<file path="src/rtl/alu_exec_stage_pkg.sv">
// Shared opcode and state definitions for the ALU execute stage.
package alu_exec_stage_pkg;

    typedef enum logic [2:0] {
        kAdd     = 3'd0,
        kLsh     = 3'd1,
        kRsh     = 3'd2,
        kXor     = 3'd3,
        kAnd     = 3'd4,
        kSub     = 3'd5,
        kClr     = 3'd6,
        kIllegal = 3'd7
    } op_name;

    typedef enum logic [1:0] {
        IDLE,
        SHIFT,
        DONE
    } alu_state_t;

    function automatic logic isShiftOp(input op_name opCode);
        return (opCode == kLsh) || (opCode == kRsh);
    endfunction

endpackage

</file>
<file path="src/rtl/alu_exec_stage_comb_core.sv">
// Single-cycle ALU datapath; shift opcodes pass A through (the zero-count shift result).
module alu_comb_core
    import alu_exec_stage_pkg::*;
#(
    parameter int WIDTH = 8
) (
    input  op_name             opCode,
    input  logic [WIDTH-1:0]   a,
    input  logic [WIDTH-1:0]   b,
    output logic [WIDTH-1:0]   result,
    output logic               carry,
    output logic               illegal
);

    logic [WIDTH:0] sum;
    logic [WIDTH:0] diff;

    // Top bit of the extended difference is the borrow, i.e. a < b.
    assign sum  = {1'b0, a} + {1'b0, b};
    assign diff = {1'b0, a} - {1'b0, b};

    always_comb begin
        result  = a;
        carry   = 1'b0;
        illegal = 1'b0;
        case (opCode)
            kAdd: begin
                result = sum[WIDTH-1:0];
                carry  = sum[WIDTH];
            end
            kSub: begin
                result = diff[WIDTH-1:0];
                carry  = diff[WIDTH];
            end
            kXor:     result = a ^ b;
            kAnd:     result = a & b;
            kClr:     result = '0;
            kIllegal: begin
                result  = '0;
                illegal = 1'b1;
            end
            default: ;
        endcase
    end

endmodule

</file>
<file path="src/rtl/alu_exec_stage.sv">
// ALU execute stage: single-cycle ops via alu_comb_core, serial one-bit-per-cycle shifts.
//   state | meaning
//   IDLE  | empty, ready for a new op
//   SHIFT | serial shift in progress, input stalled
//   DONE  | result valid, waiting for downstream
module alu_exec_stage
    import alu_exec_stage_pkg::*;
#(
    parameter int WIDTH   = 8,
    parameter int SHAMT_W = 3
) (
    input  logic               clk,
    input  logic               reset,
    input  logic               in_valid,
    output logic               in_ready,
    input  logic [2:0]         op,
    input  logic [WIDTH-1:0]   a,
    input  logic [WIDTH-1:0]   b,
    output logic               out_valid,
    input  logic               out_ready,
    output logic [WIDTH-1:0]   result,
    output logic               carry,
    output logic               zero,
    output logic               illegal
);

    localparam logic [SHAMT_W-1:0] kCntOne = SHAMT_W'(1);

    alu_state_t           state;
    alu_state_t           nextState;
    logic                 accept;
    op_name               opIn;
    logic [SHAMT_W-1:0]   shamt;
    logic                 startShift;
    logic [WIDTH-1:0]     acc;
    logic [WIDTH-1:0]     accNext;
    logic                 shiftBit;
    logic [SHAMT_W-1:0]   shiftCnt;
    logic                 shiftLeft;
    logic                 lastStep;
    logic [WIDTH-1:0]     coreResult;
    logic                 coreCarry;
    logic                 coreIllegal;

    assign opIn       = op_name'(op);
    assign shamt      = b[SHAMT_W-1:0];
    assign startShift = isShiftOp(opIn) && (shamt != '0);
    assign lastStep   = (shiftCnt == kCntOne);
    assign out_valid  = (state == DONE);

    alu_comb_core #(.WIDTH(WIDTH)) uCore (
        .opCode  (opIn),
        .a       (a),
        .b       (b),
        .result  (coreResult),
        .carry   (coreCarry),
        .illegal (coreIllegal)
    );

    always_comb begin
        accNext  = shiftLeft ? (acc << 1) : (acc >> 1);
        shiftBit = shiftLeft ? acc[WIDTH-1] : acc[0];
    end

    always_ff @(posedge clk) begin
        if (reset) state <= IDLE;
        else       state <= nextState;
    end

    always_comb begin
        nextState = state;
        in_ready  = 1'b0;
        accept    = 1'b0;
        case (state)
            IDLE:  in_ready = 1'b1;
            SHIFT: if (lastStep) nextState = DONE;
            DONE: begin
                in_ready = out_ready;
                if (out_ready) nextState = IDLE;
            end
            default: nextState = IDLE;
        endcase
        accept = in_valid && in_ready;
        if (accept) nextState = startShift ? SHIFT : DONE;
    end

    // Result registers only change on a single-cycle accept or the final shift step.
    always_ff @(posedge clk) begin
        if (reset) begin
            result    <= '0;
            carry     <= 1'b0;
            zero      <= 1'b0;
            illegal   <= 1'b0;
            acc       <= '0;
            shiftCnt  <= '0;
            shiftLeft <= 1'b0;
        end else if (accept) begin
            if (startShift) begin
                acc       <= a;
                shiftCnt  <= shamt;
                shiftLeft <= (opIn == kLsh);
            end else begin
                result  <= coreResult;
                carry   <= coreCarry;
                zero    <= (coreResult == '0);
                illegal <= coreIllegal;
            end
        end else if (state == SHIFT) begin
            acc      <= accNext;
            shiftCnt <= shiftCnt - kCntOne;
            if (lastStep) begin
                result  <= accNext;
                carry   <= shiftBit;
                zero    <= (accNext == '0);
                illegal <= 1'b0;
            end
        end
    end

endmodule

</file>
<file path="config.mk">
export PLATFORM = sky130hd
export DESIGN_NAME = alu_exec_stage
export DESIGN_NICKNAME = d
export VERILOG_FILES = /design/src/rtl/alu_exec_stage_pkg.sv /design/src/rtl/alu_exec_stage_comb_core.sv /design/src/rtl/alu_exec_stage.sv
export SDC_FILE = /design/constraint.sdc
export NUM_CORES = 1
export LEC_CHECK = 0
export ABC_AREA = 1
export BUFFER_PORTS_ARGS = -buffer_cell sky130_fd_sc_hd__clkbuf_2
export CELL_PAD_IN_SITES_DETAIL_PLACEMENT = 1
export CELL_PAD_IN_SITES_GLOBAL_PLACEMENT = 2
export CORE_ASPECT_RATIO = 0.8
export CORE_MARGIN = 2
export CORE_UTILIZATION = 33
export DETAILED_ROUTE_END_ITERATION = 10
export PLACE_DENSITY = 0.87
export SLEW_MARGIN = 20
export SYNTH_ARGS = -nofsm -noshare
export SYNTH_HDL_FRONTEND = slang
export SYNTH_SLANG_ARGS = --single-unit
</file>
<file path="constraint.sdc">
create_clock -name clk -period 4.5 [get_ports clk]
set_clock_uncertainty 0.2 [all_clocks]
set_input_delay 0.675 -clock clk [delete_from_list [all_inputs] [get_ports clk]]
set_output_delay 0.675 -clock clk [all_outputs]
set_load 0.01 [all_outputs]
</file>
== Word-level counts from Yosys, hierarchy flattened ==
Cells that the tools add are included.

* Register bits after elaboration: 25
* Bits of input ports: 23
* Word-level logic and storage cells: 76

* Add/sub/neg operators: 3
* Equal/unequal tests: 15
* Multiplexer cells: 33
* Bitwise gates (word level): 2
* Reductions and logical operators: 15

{| class="wikitable"
|+ Operator list
! operator !! count
|-
| $mux 8 || 8
|-
| $pmux 8 s5 || 1
|-
| $logic_not 8->1 || 2
|-
| $mux 1 || 14
|-
| $eq 3x3->1 const B || 4
|-
| $add 8x8->9 || 1
|-
| $mux 3 || 3
|-
| $sub 8x8->9 || 1
|-
| $and 8x8->8 || 1
|-
| $mux 2 || 4
|-
| $xor 8x8->8 || 1
|-
| $eq 3x1->1 const B || 2
|-
| $eq 3x2->1 const B || 2
|-
| $pmux 2 s3 || 1
|-
| $reduce_and 3->1 || 2
|-
| $ne 2x2->1 const B || 2
|-
| $pmux 1 s2 || 2
|-
| $reduce_and 2->1 || 2
|-
| $reduce_bool 2->1 || 2
|-
| $logic_not 3->1 || 1
|-
| $ne 3x1->1 const B || 1
|-
| $ne 3x3->1 const B || 1
|-
| $reduce_bool 3->1 || 1
|-
| $sub 3x1->3 const B || 1
|-
| 7 further kinds || 8
|}

== Depth between registers and ports, before layout ==
Gate-level depths: netlist (run 1).

* Depth in word-level cells: 6
* Depth in mapped cells: 17
* Gate-level depth less buffers: 17

== Hierarchy ==
A second synthesis (run 1) with hierarchy kept.

* Cells, all modules: 467
* Area total of the unflattened synthesis: 2782.7 µm²

{| class="wikitable"
|+ Modules (own cells, without submodules)
! module !! instances !! cells each !! area an instance (µm²) !! sequential area each (µm²)
|-
| alu_exec_stage || 1 || 264 || 1685.4 || 500.5
|-
| alu_comb_core || 1 || 203 || 1097.3 || 0.0
|}

== Worst setup path before layout (run 1) ==
Ideal clock, no wire load.

* Path type: input-to-reg
* Start: input port a[0]
* End: register zero
* Library setup time: 70 ps
* Arrival time: 2094 ps
* Path slack: 2137 ps
* Stages on the path: 15
* Path buffers: 0
* Path through: ha_1 fa_1 inv_1 nand2_1 nand2_1 nor2_1 nor2_1 nand2_1 nor2_2 nand2_1 nor2_1 nand3_1 nor2_1 nand2_1 a21oi_1

* Cells in the longest elaborated chain, start to end: 5

{| class="wikitable"
|+ RTL lines
! element !! line !! text
|-
| start: declaration || alu_exec_stage.sv:17 || <nowiki>input logic [WIDTH-1:0] a,</nowiki>
|-
| $sub 8x8->9, or another cell as far along || alu_exec_stage_comb_core.sv:20 || <nowiki>assign diff = {1'b0, a} - {1'b0, b};</nowiki>
|-
| $pmux 8 s5 * || alu_exec_stage_comb_core.sv:26 || <nowiki>case (opCode)</nowiki>
|-
| $logic_not 8->1 * || alu_exec_stage.sv:105 || <nowiki>zero <= (coreResult == '0);</nowiki>
|-
| $mux 1 * || alu_exec_stage.sv:98 || <nowiki>if (startShift) begin</nowiki>
|-
| $mux 1 * || alu_exec_stage.sv:97 || <nowiki>end else if (accept) begin</nowiki>
|-
| end signal: assignment || alu_exec_stage.sv:105 ||
|-
| end signal: assignment || alu_exec_stage.sv:114 || <nowiki>zero <= (accNext == '0);</nowiki>
|-
| end: declaration || alu_exec_stage.sv:23 || <nowiki>output logic zero,</nowiki>
|}

Every way passes the cells marked *; elsewhere a longest branch is shown, timed or not. The select of a mux whose other input is x is not followed.
A chain may end at the register's enable or synchronous reset.

== Worst setup path after layout (run 1) ==
* Start: input port out_ready
* End: register carry

* Cells in the longest elaborated chain, start to end: 4

{| class="wikitable"
|+ RTL lines
! element !! line !! text
|-
| start: declaration || alu_exec_stage.sv:20 || <nowiki>input logic out_ready,</nowiki>
|-
| $pmux 1 s2 * || alu_exec_stage.sv:74 || <nowiki>case (state)</nowiki>
|-
| $logic_and 1x1->1 * || alu_exec_stage.sv:83 || <nowiki>accept = in_valid && in_ready;</nowiki>
|-
| $ne 2x2->1 (no line) / $reduce_bool 2->1 (equally long branches) || n/a ||
|-
| $reduce_and 3->1 (no line) || n/a ||
|-
| end signal: assignment || alu_exec_stage.sv:104 || <nowiki>carry <= coreCarry;</nowiki>
|-
| end signal: assignment || alu_exec_stage.sv:113 || <nowiki>carry <= shiftBit;</nowiki>
|-
| end: declaration || alu_exec_stage.sv:22 || <nowiki>output logic carry,</nowiki>
|}

Every way passes the cells marked *; elsewhere a longest branch is shown, timed or not.

==> results of run 1 <==
[cell usage after synthesis (all sizes together)]
library cell,count,area share [%]
a31oi,15,4.6
and2,1,0.26
nor2,30,5.8
nand4,6,1.6
clkinv,1,0.21
a21oi,18,3.9
nand3b,1,0.32
ha,19,10
nor3,1,0.21
clkbuf,5,0.79
inv,61,9.8
o22ai,2,0.53
o21bai,1,0.32
o211ai,3,1.2
nand2,109,18
buf,7,2.1
nand3,39,9.3
fa,2,1.7
o21ai,32,6.9
nor4,1,0.26
or2,4,1.1
dfxtp,25,21
a211oi,2,0.63
[logic make-up (layout without fill, tap and decap cells)]
logic type      count (synthesis)  count (layout)
compound gates                 73              73
fa+ha+maj                      21              21
flops                          25              25
simple gates                  192             192
buf+inv                        74             101
[worst max-delay path, cell delays in order]
cell	delay, ns
clkbuf_2	0.07
inv_1	0.04
nand2_1	0.05
nand2_1	0.09
nor2_4	0.49
inv_2	0.26
nand2_1	0.11
inv_1	0.07
nor2_4	0.35
inv_4	0.10
a31oi_4	0.14
nand2_1	0.08
a21oi_2	0.10
[placed cells by master, fill, tap and decap left out, types with 2 or more instances in the layout]
master | netlist | layout
clkbuf_8 | 0 | 3
dfxtp_1 | 25 | 25
fa_1 | 2 | 2
or2_2 | 4 | 4
nand3_1 | 37 | 37
a211oi_1 | 2 | 2
a21oi_1 | 17 | 17
a31oi_1 | 14 | 14
nand2_1 | 106 | 106
inv_2 | 2 | 2
nand2_2 | 3 | 3
nor2_4 | 3 | 3
nand3_4 | 2 | 2
nand4_1 | 6 | 6
inv_1 | 57 | 57
o22ai_1 | 2 | 2
o211ai_1 | 2 | 2
nor2_1 | 26 | 26
ha_1 | 19 | 19
clkbuf_2 | 0 | 35
inv_4 | 2 | 2
o21ai_0 | 27 | 27
clkinv_2 | 1 | 2
o21ai_1 | 4 | 4
[state kept, by name, summed over array words and instances (netlist names)]
name,cells
illegal,1
shiftLeft,1
result,8
carry,1
state,2
shiftCnt,3
zero,1
acc,8
[routing by layer]
layer	vias up	track usage [%]
li1	1309	-
met1	1156	28.3
met2	46	30.6
met3	2	2.63
met4	0	0.822
met5	-	0
[stage by stage]
step	util (%)	setup WS [ns]	area [um^2]
floorplan	-	2.14	2380
global placement	37.4	1.67	2590
detailed placement	37.4	1.56	2590
CTS	38.1	1.85	2640
global route	38.1	1.62	2640
finish	38.1	1.89	2640
[worst min-delay path by stage]
stage	endpoint	startpoint	slack, ns
after floorplan	acc[3]	acc[3]	0.25
after global placement	illegal	illegal	0.28
after detailed placement	illegal	illegal	0.26
after CTS	illegal	illegal	0.28
after global routing	illegal	illegal	0.31
final	illegal	illegal	0.28
[power groups by stage]
stage / clock (mW) / sequential [mW] / combinational, mW
global route: 0.156 / 0.265 / 0.303
floorplan: 0 / 0.266 / 0.188
global placement: 0 / 0.266 / 0.262
detailed placement: 0 / 0.267 / 0.266
CTS: 0.144 / 0.262 / 0.268
finish: 0.140 / 0.262 / 0.265
[cell type report]
class / count / area share [%]
Timing Repair Buffer: 35 / 6.64
Tap cell: 87 / 4.13
Clock inverter: 1 / 0.190
Sequential cell: 25 / 19.0
Inverter: 62 / 9.06
Multi-Input combinational cell: 286 / 59.5
Clock buffer: 3 / 1.56
==> results.sh, run 1 <==
export IMPL_rsz0062_at_grt="no"
export IMPL_cp_startpoint="out_ready"
export IMPL_grt_pass1_wl_um=12200
export IMPL_multi_input_comb_area_um2=1570
export IMPL_diodes=0
export IMPL_syn_nets=429
export IMPL_syn_to_final_growth_pct=11.0
export IMPL_clkLatencyLatePin_ns=0.28
export IMPL_ant_nets=0
export IMPL_wl_met1_um=3780
export IMPL_synth_adder_area_share_pct=11.7
export IMPL_synth_avg_cell_area_um2=6.17
export IMPL_met3_length_um=346
export IMPL_cts_max_path_buffers=2
export IMPL_grt_pass1_vias=2449
export IMPL_port_buffers=35
export IMPL_yosys_area_share_simple_pct=36.3
export IMPL_grt_use_total_pct=19.0
export IMPL_min_path_cells=2
export IMPL_muxShareOfSynthArea_pct=0
export IMPL_fmax_mhz=383
export IMPL_ys_seq_area_share_pct=21.1
export IMPL_std_cell_rows=27
export IMPL_cts_tree="done"
export IMPL_grt_max_degree=26
export IMPL_power_switching_mw=0.271
export IMPL_die_height_um=79.9
export IMPL_status="finished, final reports clean"
export IMPL_initial_core_util_pct=34.3
export IMPL_totalPowerFinal_mw=0.668
export IMPL_crit_fanout=25
export IMPL_synth_compound_area_share_pct=18.1
export IMPL_end_kind="flip-flop"
export IMPL_fill_cells=940
export IMPL_cts_resized=0
export IMPL_p_per_area_nw_per_um2=253
export IMPL_firstDrtPassIters=4
export IMPL_antenna_found_initial=0
export IMPL_final_nets=457
export IMPL_wire_per_inst_um=14.5
export IMPL_worst_setup_path_start_kind="primary input"
export IMPL_die_w_um=98.9
export IMPL_min_path_type="flip-flop to flip-flop"
export IMPL_dpl_cell_count=495
export IMPL_r2r_setup_slack_ns=2.05
export IMPL_seqCellArea_um2=500
export IMPL_p_int_mw=0.397
export IMPL_pwr_share_clk_pct=21.0
export IMPL_tns_ns=0
export IMPL_cp_required_ns=4.52
export IMPL_fin_crit_ns=2.61
export IMPL_swShare_pct=40.5
export IMPL_power_frac_seq_pct=39.3
export IMPL_synth_xor_xnor_area_share_pct=0
export IMPL_postCtsSetupBuffers=0
export IMPL_timing_final_hold_violations=0
export IMPL_wirelength_um=7230
export IMPL_cts_clk_slew_worst_paths_ns=0.09
export IMPL_reg2reg_depth=11
export IMPL_drc=0
export IMPL_cts_htree_levels=1
export IMPL_worstMarginPinSlew_ns=0.606
export IMPL_postSynthCellCount=385
export IMPL_period_share_pct=58.0
export IMPL_maxCapViolCount=0
export IMPL_total_leakage_power_nw=1.32
export IMPL_drv_slew=0
export IMPL_p_comb_share_pct=39.7
export IMPL_worstSetupPathType="primary input to flip-flop"
export IMPL_synth_distinct_cells=36
export IMPL_top_layer="met4"
export IMPL_synth_area_um2=2380
export IMPL_ios=36
export IMPL_maxSlewHeadroom_pct=59.5
export IMPL_crit_arrival_ns=2.63
export IMPL_irDropWorstVdd_mv=0.116
export IMPL_setup_viol=0
export IMPL_r2r_end="carry"
export IMPL_wl_met2_um=3100
export IMPL_viasPerCell=5.04
export IMPL_ctsHoldBuffers=0
export IMPL_clockRootBuffer="clkbuf_8"
export IMPL_core_area_um2=6930
export IMPL_endpoint="carry"
export IMPL_finalWeightedCongestion=0.856
export IMPL_synth_top_family_by_area="simple AND/OR/NAND/NOR gates"
export IMPL_cts_sinks=25
export IMPL_dp_hpwl_um=5910
export IMPL_r2r_start="state[0]"
export IMPL_drive_gt1_share_pct=14.8
export IMPL_die_area_um2=7900
export IMPL_numCtsBuffers=3
export IMPL_final_cells=499
export IMPL_routed_via_count=2513
export IMPL_drtIter0Drc=105
export IMPL_grt_overflow=0
export IMPL_yosys_warnings=0
export IMPL_synth_seq_cells=25
export IMPL_hold_slack_ns=0.276
Power figures use the tool's default switching activity.
==> inputs of run 2 (changes only) <==
--- a/config.mk
+++ b/config.mk
@@ -11,9 +11,9 @@
 export CELL_PAD_IN_SITES_GLOBAL_PLACEMENT = 2
 export CORE_ASPECT_RATIO = 0.8
 export CORE_MARGIN = 2
-export CORE_UTILIZATION = 33
+export CORE_UTILIZATION = 30
 export DETAILED_ROUTE_END_ITERATION = 10
-export PLACE_DENSITY = 0.87
+export PLACE_DENSITY = 0.8
 export SLEW_MARGIN = 20
 export SYNTH_ARGS = -nofsm -noshare
 export SYNTH_HDL_FRONTEND = slang
==> constraint.sdc (replaced) <==
create_clock -name clk -period 2.5 [get_ports clk]
set_clock_uncertainty 0.2 [all_clocks]
set_input_delay 0.375 -clock clk [delete_from_list [all_inputs] [get_ports clk]]
set_output_delay 0.375 -clock clk [all_outputs]
set_load 0.01 [all_outputs]
==> run 2 against run 1 <==
Effect of this change:
- register-to-register slack worse by 1.5 ns
- hold slack worse by 0.096 ns
- sequential share of layout area is 0.53 points lower
- first-iteration DRC count is 17% lower
- total power is 83% higher
- highest routed layer unchanged
- clock power is 78% higher
- core utilization is 3.3 points lower
==> results.sh, run 2 (synthesized netlist as in run 1, its figures left out) <==
export IMPL_pwr_share_clk_pct=20.4
export IMPL_finalWeightedCongestion=0.787
export IMPL_fill_cells=1081
export IMPL_syn_to_final_growth_pct=14.2
export IMPL_use_met3_pct=3.20
export IMPL_use_met1_pct=26.0
export IMPL_grt_pass1_wl_um=13300
export IMPL_grt_max_degree=21
export IMPL_totalPowerFinal_mw=1.22
export IMPL_timing_final_hold_violations=0
export IMPL_stdcell_area_um2=2720
export IMPL_p_int_mw=0.730
export IMPL_numCtsBuffers=3
export IMPL_wire_per_inst_um=14.9
export IMPL_cp_required_ns=2.51
export IMPL_final_nets=463
export IMPL_initial_core_util_pct=30.5
export IMPL_seqCellArea_um2=500
export IMPL_power_switching_mw=0.492
export IMPL_core_area_um2=7800
export IMPL_drive_gt1_share_pct=16.3
export IMPL_cts_tree="done"
export IMPL_use_met2_pct=31.5
export IMPL_die_area_um2=8660
export IMPL_p_per_area_nw_per_um2=450
export IMPL_r2r_setup_slack_ns=0.55
export IMPL_grt_overflow=0
export IMPL_port_buffers=35
export IMPL_cts_resized=0
export IMPL_period_share_pct=87.3
export IMPL_tns_ns=0
export IMPL_diodes=0
export IMPL_worstMarginPinSlew_ns=0.503
export IMPL_end_kind="flip-flop"
export IMPL_fin_crit_ns=2.18
export IMPL_cp_startpoint="a[0]"
export IMPL_ios=36
export IMPL_mostFrequentLayoutCells="nand2_1, inv_1, nand3_1, clkbuf_2, o21ai_0"
export IMPL_clkLatencyLatePin_ns=0.27
export IMPL_r2r_start="state[1]"
export IMPL_crit_arrival_ns=2.19
export IMPL_hold_slack_ns=0.180
export IMPL_p_comb_share_pct=41.4
export IMPL_cts_htree_levels=1
export IMPL_cts_max_path_buffers=2
export IMPL_firstDrtPassIters=4
export IMPL_drtIter0Drc=87
export IMPL_fmax_mhz=458
export IMPL_ant_nets=0
export IMPL_min_path_type="primary input to flip-flop"
export IMPL_endpoint="zero"
export IMPL_ctsHoldBuffers=0
export IMPL_power_frac_seq_pct=38.2
export IMPL_cts_sinks=25
export IMPL_multi_input_comb_area_um2=1580
export IMPL_drc=0
export IMPL_setup_viol=0
export IMPL_grt_busiest_layer="met2"
export IMPL_crit_fanout=4
export IMPL_drv_slew=0
export IMPL_grt_pass1_vias=2611
export IMPL_std_cell_rows=29
export IMPL_dpl_cell_area_um2=2660
export IMPL_r2r_end="result[6]"
export IMPL_total_leakage_power_nw=1.35
export IMPL_worstSetupPathType="primary input to flip-flop"
export IMPL_cts_clk_slew_worst_paths_ns=0.09
export IMPL_postCtsSetupBuffers=0
export IMPL_swShare_pct=40.3
export IMPL_routed_via_count=2603
export IMPL_status="finished, final reports clean"
export IMPL_die_height_um=83.6
export IMPL_maxCapViolCount=0
export IMPL_worst_setup_path_start_kind="primary input"
export IMPL_wirelength_um=7820
export IMPL_reg2reg_depth=10
export IMPL_reg_largest_list="acc x8, result x8, shiftCnt x3"
export IMPL_dp_hpwl_um=6360
export IMPL_viasPerCell=4.95
export IMPL_clockRootBuffer="clkbuf_8"
export IMPL_antenna_found_initial=0
export IMPL_layout_commonest_cell="nand2_1"
export IMPL_rsz0062_at_grt="no"
export IMPL_maxSlewHeadroom_pct=66.4
export IMPL_die_w_um=104
export IMPL_irDropWorstVdd_mv=0.227
export IMPL_grt_use_total_pct=18.7
-- run 2: power groups by stage --
stage          Sequential [mW]  Combinational [mW]  Clock (mW)
3_5_place_dp             0.475               0.503           0
4_1_cts                  0.467               0.507       0.257
6_report                 0.467               0.506       0.249
5_1_grt                  0.472               0.576       0.283
2_1_floorplan            0.478               0.339           0
3_3_place_gp             0.474               0.494           0
-- run 2: layout make-up --
class | count | share of cell area (%)
Multi-Input combinational cell | 286 | 58.0
Sequential cell | 25 | 18.4
Inverter | 62 | 8.80
Timing Repair Buffer | 41 | 8.11
Tap cell | 108 | 4.98
Clock buffer | 4 | 1.66
-- run 2: layer usage --
layer  up-vias  routed length (um)  part of all wire (%)
met1      1228                4050                    52
met4         0                  51                  0.65
li1       1322                   -                     -
met2        46                3460                    44
met3         7                 247                   3.2
met5         -                   0                     0
-- run 2: how the worst min path moves through the flow --
stage / start / endpoint / slack [ns] / depth (start not counted)
finish: out_ready / state[1] / 0.18 / 4
global route: out_ready / state[1] / 0.20 / 4
CTS: out_ready / state[1] / 0.17 / 4
detailed placement: illegal / illegal / 0.27 / 2
global placement: illegal / illegal / 0.25 / 2
floorplan: acc[3] / acc[3] / 0.25 / 2
-- run 2: metrics by stage --
stage	instances	utilization, %	setup WS [ns]
after CTS	526	34.7	0.283
after floorplan	385	-	0.437
final	526	34.8	0.317
after global placement	522	34.1	0.0403
after global routing	526	34.8	0.0495
after detailed placement	522	34.1	0.00537
-- run 2: critical path: stages --
cell	delay [ns]
clkbuf_2	0.13
inv_1	0.09
ha_1	0.15
inv_1	0.05
fa_1	0.38
inv_1	0.07
nand2_1	0.04
nand2_1	0.07
nor2_1	0.04
nor2_1	0.09
nand2_1	0.07
nor2_2	0.10
nand2_1	0.08
nor2_1	0.10
nand3_1	0.09
nor2_1	0.10
nand2_1	0.05
a21oi_1	0.12
==> inputs of run 3 (changes only) <==
--- a/config.mk
+++ b/config.mk
@@ -7,13 +7,14 @@
 export LEC_CHECK = 0
 export ABC_AREA = 1
 export BUFFER_PORTS_ARGS = -buffer_cell sky130_fd_sc_hd__clkbuf_2
-export CELL_PAD_IN_SITES_DETAIL_PLACEMENT = 1
-export CELL_PAD_IN_SITES_GLOBAL_PLACEMENT = 2
+export CELL_PAD_IN_SITES_DETAIL_PLACEMENT = 0
+export CELL_PAD_IN_SITES_GLOBAL_PLACEMENT = 1
 export CORE_ASPECT_RATIO = 0.8
 export CORE_MARGIN = 2
-export CORE_UTILIZATION = 30
+export CORE_UTILIZATION = 40
+export CTS_BUF_LIST = sky130_fd_sc_hd__clkbuf_16
 export DETAILED_ROUTE_END_ITERATION = 10
-export PLACE_DENSITY = 0.8
+export PLACE_DENSITY = 0.82
 export SLEW_MARGIN = 20
 export SYNTH_ARGS = -nofsm -noshare
 export SYNTH_HDL_FRONTEND = slang
==> run 3 against run 2 <==
Effect of this change:
- setup slack lost 0.024 ns
- final area fell by 0.74%
- routed wire length decreased by 17%
- maximum frequency shrank 1.1%
- global-route usage increased by 1.6 points
- sequential power barely moved
- first-iteration DRC count rose by 69%
- critical path type unchanged
- register-to-register slack improved by 0.03 ns
- die area is 24% lower
- clock-buffer cell count is 1 lower
- flip-flop and latch count unchanged
- core utilization increased by 12 points
==> results.sh, run 3 (synthesized netlist as in run 1, its figures left out) <==
export IMPL_tns_ns=0
export IMPL_crit_buf_inv=2
export IMPL_std_cell_rows=25
export IMPL_swShare_pct=36.9
export IMPL_final_core_util_pct=46.3
export IMPL_multi_input_comb_area_um2=1570
export IMPL_worst_path_most_repeated_cell="nand2_1"
export IMPL_fill_cells=671
export IMPL_reg_largest_list="acc x8, result x8, shiftCnt x3"
export IMPL_cpLargestDelayFamily="simple AND/OR/NAND/NOR gates"
export IMPL_firstDrtPassIters=4
export IMPL_crit_arrival_ns=2.20
export IMPL_totalPowerFinal_mw=1.31
export IMPL_min_path_type="primary input to flip-flop"
export IMPL_die_w_um=90.2
export IMPL_core_area_um2=5820
export IMPL_setup_viol=0
export IMPL_irDropWorstVdd_mv=0.279
export IMPL_cts_tree="done"
export IMPL_finalWeightedCongestion=0.898
export IMPL_port_buffers=35
export IMPL_dpl_cell_count=493
export IMPL_final_cells=497
export IMPL_cts_max_path_buffers=2
export IMPL_p_per_area_nw_per_um2=486
export IMPL_power_switching_mw=0.483
export IMPL_p_comb_share_pct=36.9
export IMPL_setup_ws_ns=0.293
export IMPL_clockRootBuffer="clkbuf_16"
export IMPL_viasPerCell=5.03
export IMPL_layout_commonest_cell="nand2_1"
export IMPL_worstMarginPinSlew_ns=0.450
export IMPL_syn_to_final_growth_pct=13.4
export IMPL_min_from="out_ready"
export IMPL_maxCapViolCount=0
export IMPL_rsz0062_at_grt="no"
export IMPL_drtIter0Drc=147
export IMPL_crit_chain="clkbuf_2, ha_1, fa_1, inv_1, nand2_1, nand2_1, nor2_1, nor2_1, nand2_1, nor2_2, nand2_1, nor2_1, nand3_1, nor2_1, nand2_1, a21oi_1"
export IMPL_ios=36
export IMPL_cts_sinks=25
export IMPL_cts_htree_levels=1
export IMPL_cp_required_ns=2.49
export IMPL_worst_setup_path_start_kind="primary input"
export IMPL_postCtsSetupBuffers=0
export IMPL_dpl_cell_area_um2=2620
export IMPL_hold_slack_ns=0.195
export IMPL_diodes=0
export IMPL_grt_overflow=0
export IMPL_die_area_um2=6580
export IMPL_cts_resized=0
export IMPL_maxSlewHeadroom_pct=70.0
export IMPL_crit_fanout=5
export IMPL_r2r_start="state[1]"
export IMPL_ant_nets=0
export IMPL_r2r_setup_slack_ns=0.58
export IMPL_die_height_um=73.0
export IMPL_timing_final_hold_violations=0
export IMPL_grt_use_total_pct=20.4
export IMPL_dp_slack_ns=0.0679
export IMPL_routed_via_count=2499
export IMPL_fin_crit_ns=2.21
export IMPL_stdcell_area_um2=2700
export IMPL_pwr_share_clk_pct=27.5
export IMPL_min_path_cells=4
export IMPL_wirelength_um=6470
export IMPL_final_nets=461
export IMPL_numCtsBuffers=3
export IMPL_drive_gt1_share_pct=15.6
export IMPL_fmax_mhz=453
export IMPL_ctsHoldBuffers=0
export IMPL_status="finished, final reports clean"
export IMPL_worstSetupPathType="primary input to flip-flop"
export IMPL_grt_pass1_vias=2300
export IMPL_cts_clk_slew_worst_paths_ns=0.07
export IMPL_p_int_mw=0.827
export IMPL_initial_core_util_pct=40.9
export IMPL_mostFrequentLayoutCells="nand2_1, inv_1, nand3_1, clkbuf_2, o21ai_0"
export IMPL_r2r_end="result[5]"
export IMPL_power_frac_seq_pct=35.7
export IMPL_clkLatencyLatePin_ns=0.26
export IMPL_dp_hpwl_um=5110
export IMPL_drc=0
export IMPL_period_share_pct=88.3
export IMPL_grt_pass1_wl_um=11000
export IMPL_seqCellArea_um2=500
export IMPL_end_kind="flip-flop"
export IMPL_total_leakage_power_nw=1.36
export IMPL_antenna_found_initial=0
export IMPL_drv_slew=0
export IMPL_worstHoldEndpoint="state[1]"
export IMPL_reg2reg_depth=10
export IMPL_wire_per_inst_um=13.0
export IMPL_grt_max_degree=21
export IMPL_critical_path_depth=16
export IMPL_slowest_stage="fa_1"
export IMPL_critPathMaxStageDelay_ns=0.42
## run 3: layer usage
metal	GRT usage, %	wire [um]	vias up
met5	0	0	-
met4	2.39	30	0
met3	3.41	308	4
met2	33.2	2790	67
met1	29.4	3340	1105
li1	-	-	1323
## run 3: layout make-up
type,instances,area share [%]
Sequential cell,25,18.6
Timing Repair Buffer,39,7.61
Multi-Input combinational cell,286,58.2
Clock inverter,1,0.186
Clock buffer,3,2.79
Tap cell,81,3.76
Inverter,62,8.87
## run 3: how the worst max path moves through the flow
stage | start | end | slack, ns
after floorplan | a[0] | zero | 0.44
after global placement | b[0] | zero | 0.08
after detailed placement | b[0] | zero | 0.07
after CTS | a[0] | zero | 0.33
after global routing | b[0] | zero | 0.12
final | b[0] | zero | 0.29
## run 3: power by group through the flow
| stage | Combinational, mW | Sequential (mW) | Clock, mW |
|---|---|---|---|
| after detailed placement | 0.476 | 0.474 | 0 |
| after CTS | 0.481 | 0.466 | 0.363 |
| after floorplan | 0.339 | 0.478 | 0 |
| final | 0.483 | 0.467 | 0.360 |
| after global routing | 0.550 | 0.472 | 0.378 |
| after global placement | 0.477 | 0.475 | 0 |
## run 3: worst reg2reg max path, cell delays in order (launching register included)
cell,delay (ns)
dfxtp_1,0.32
nand2_1,0.07
nand2_1,0.09
nor2_4,0.21
inv_2,0.07
nand2_1,0.06
inv_1,0.06
nor2_4,0.30
buf_4,0.22
o21ai_0,0.08
a31oi_1,0.18
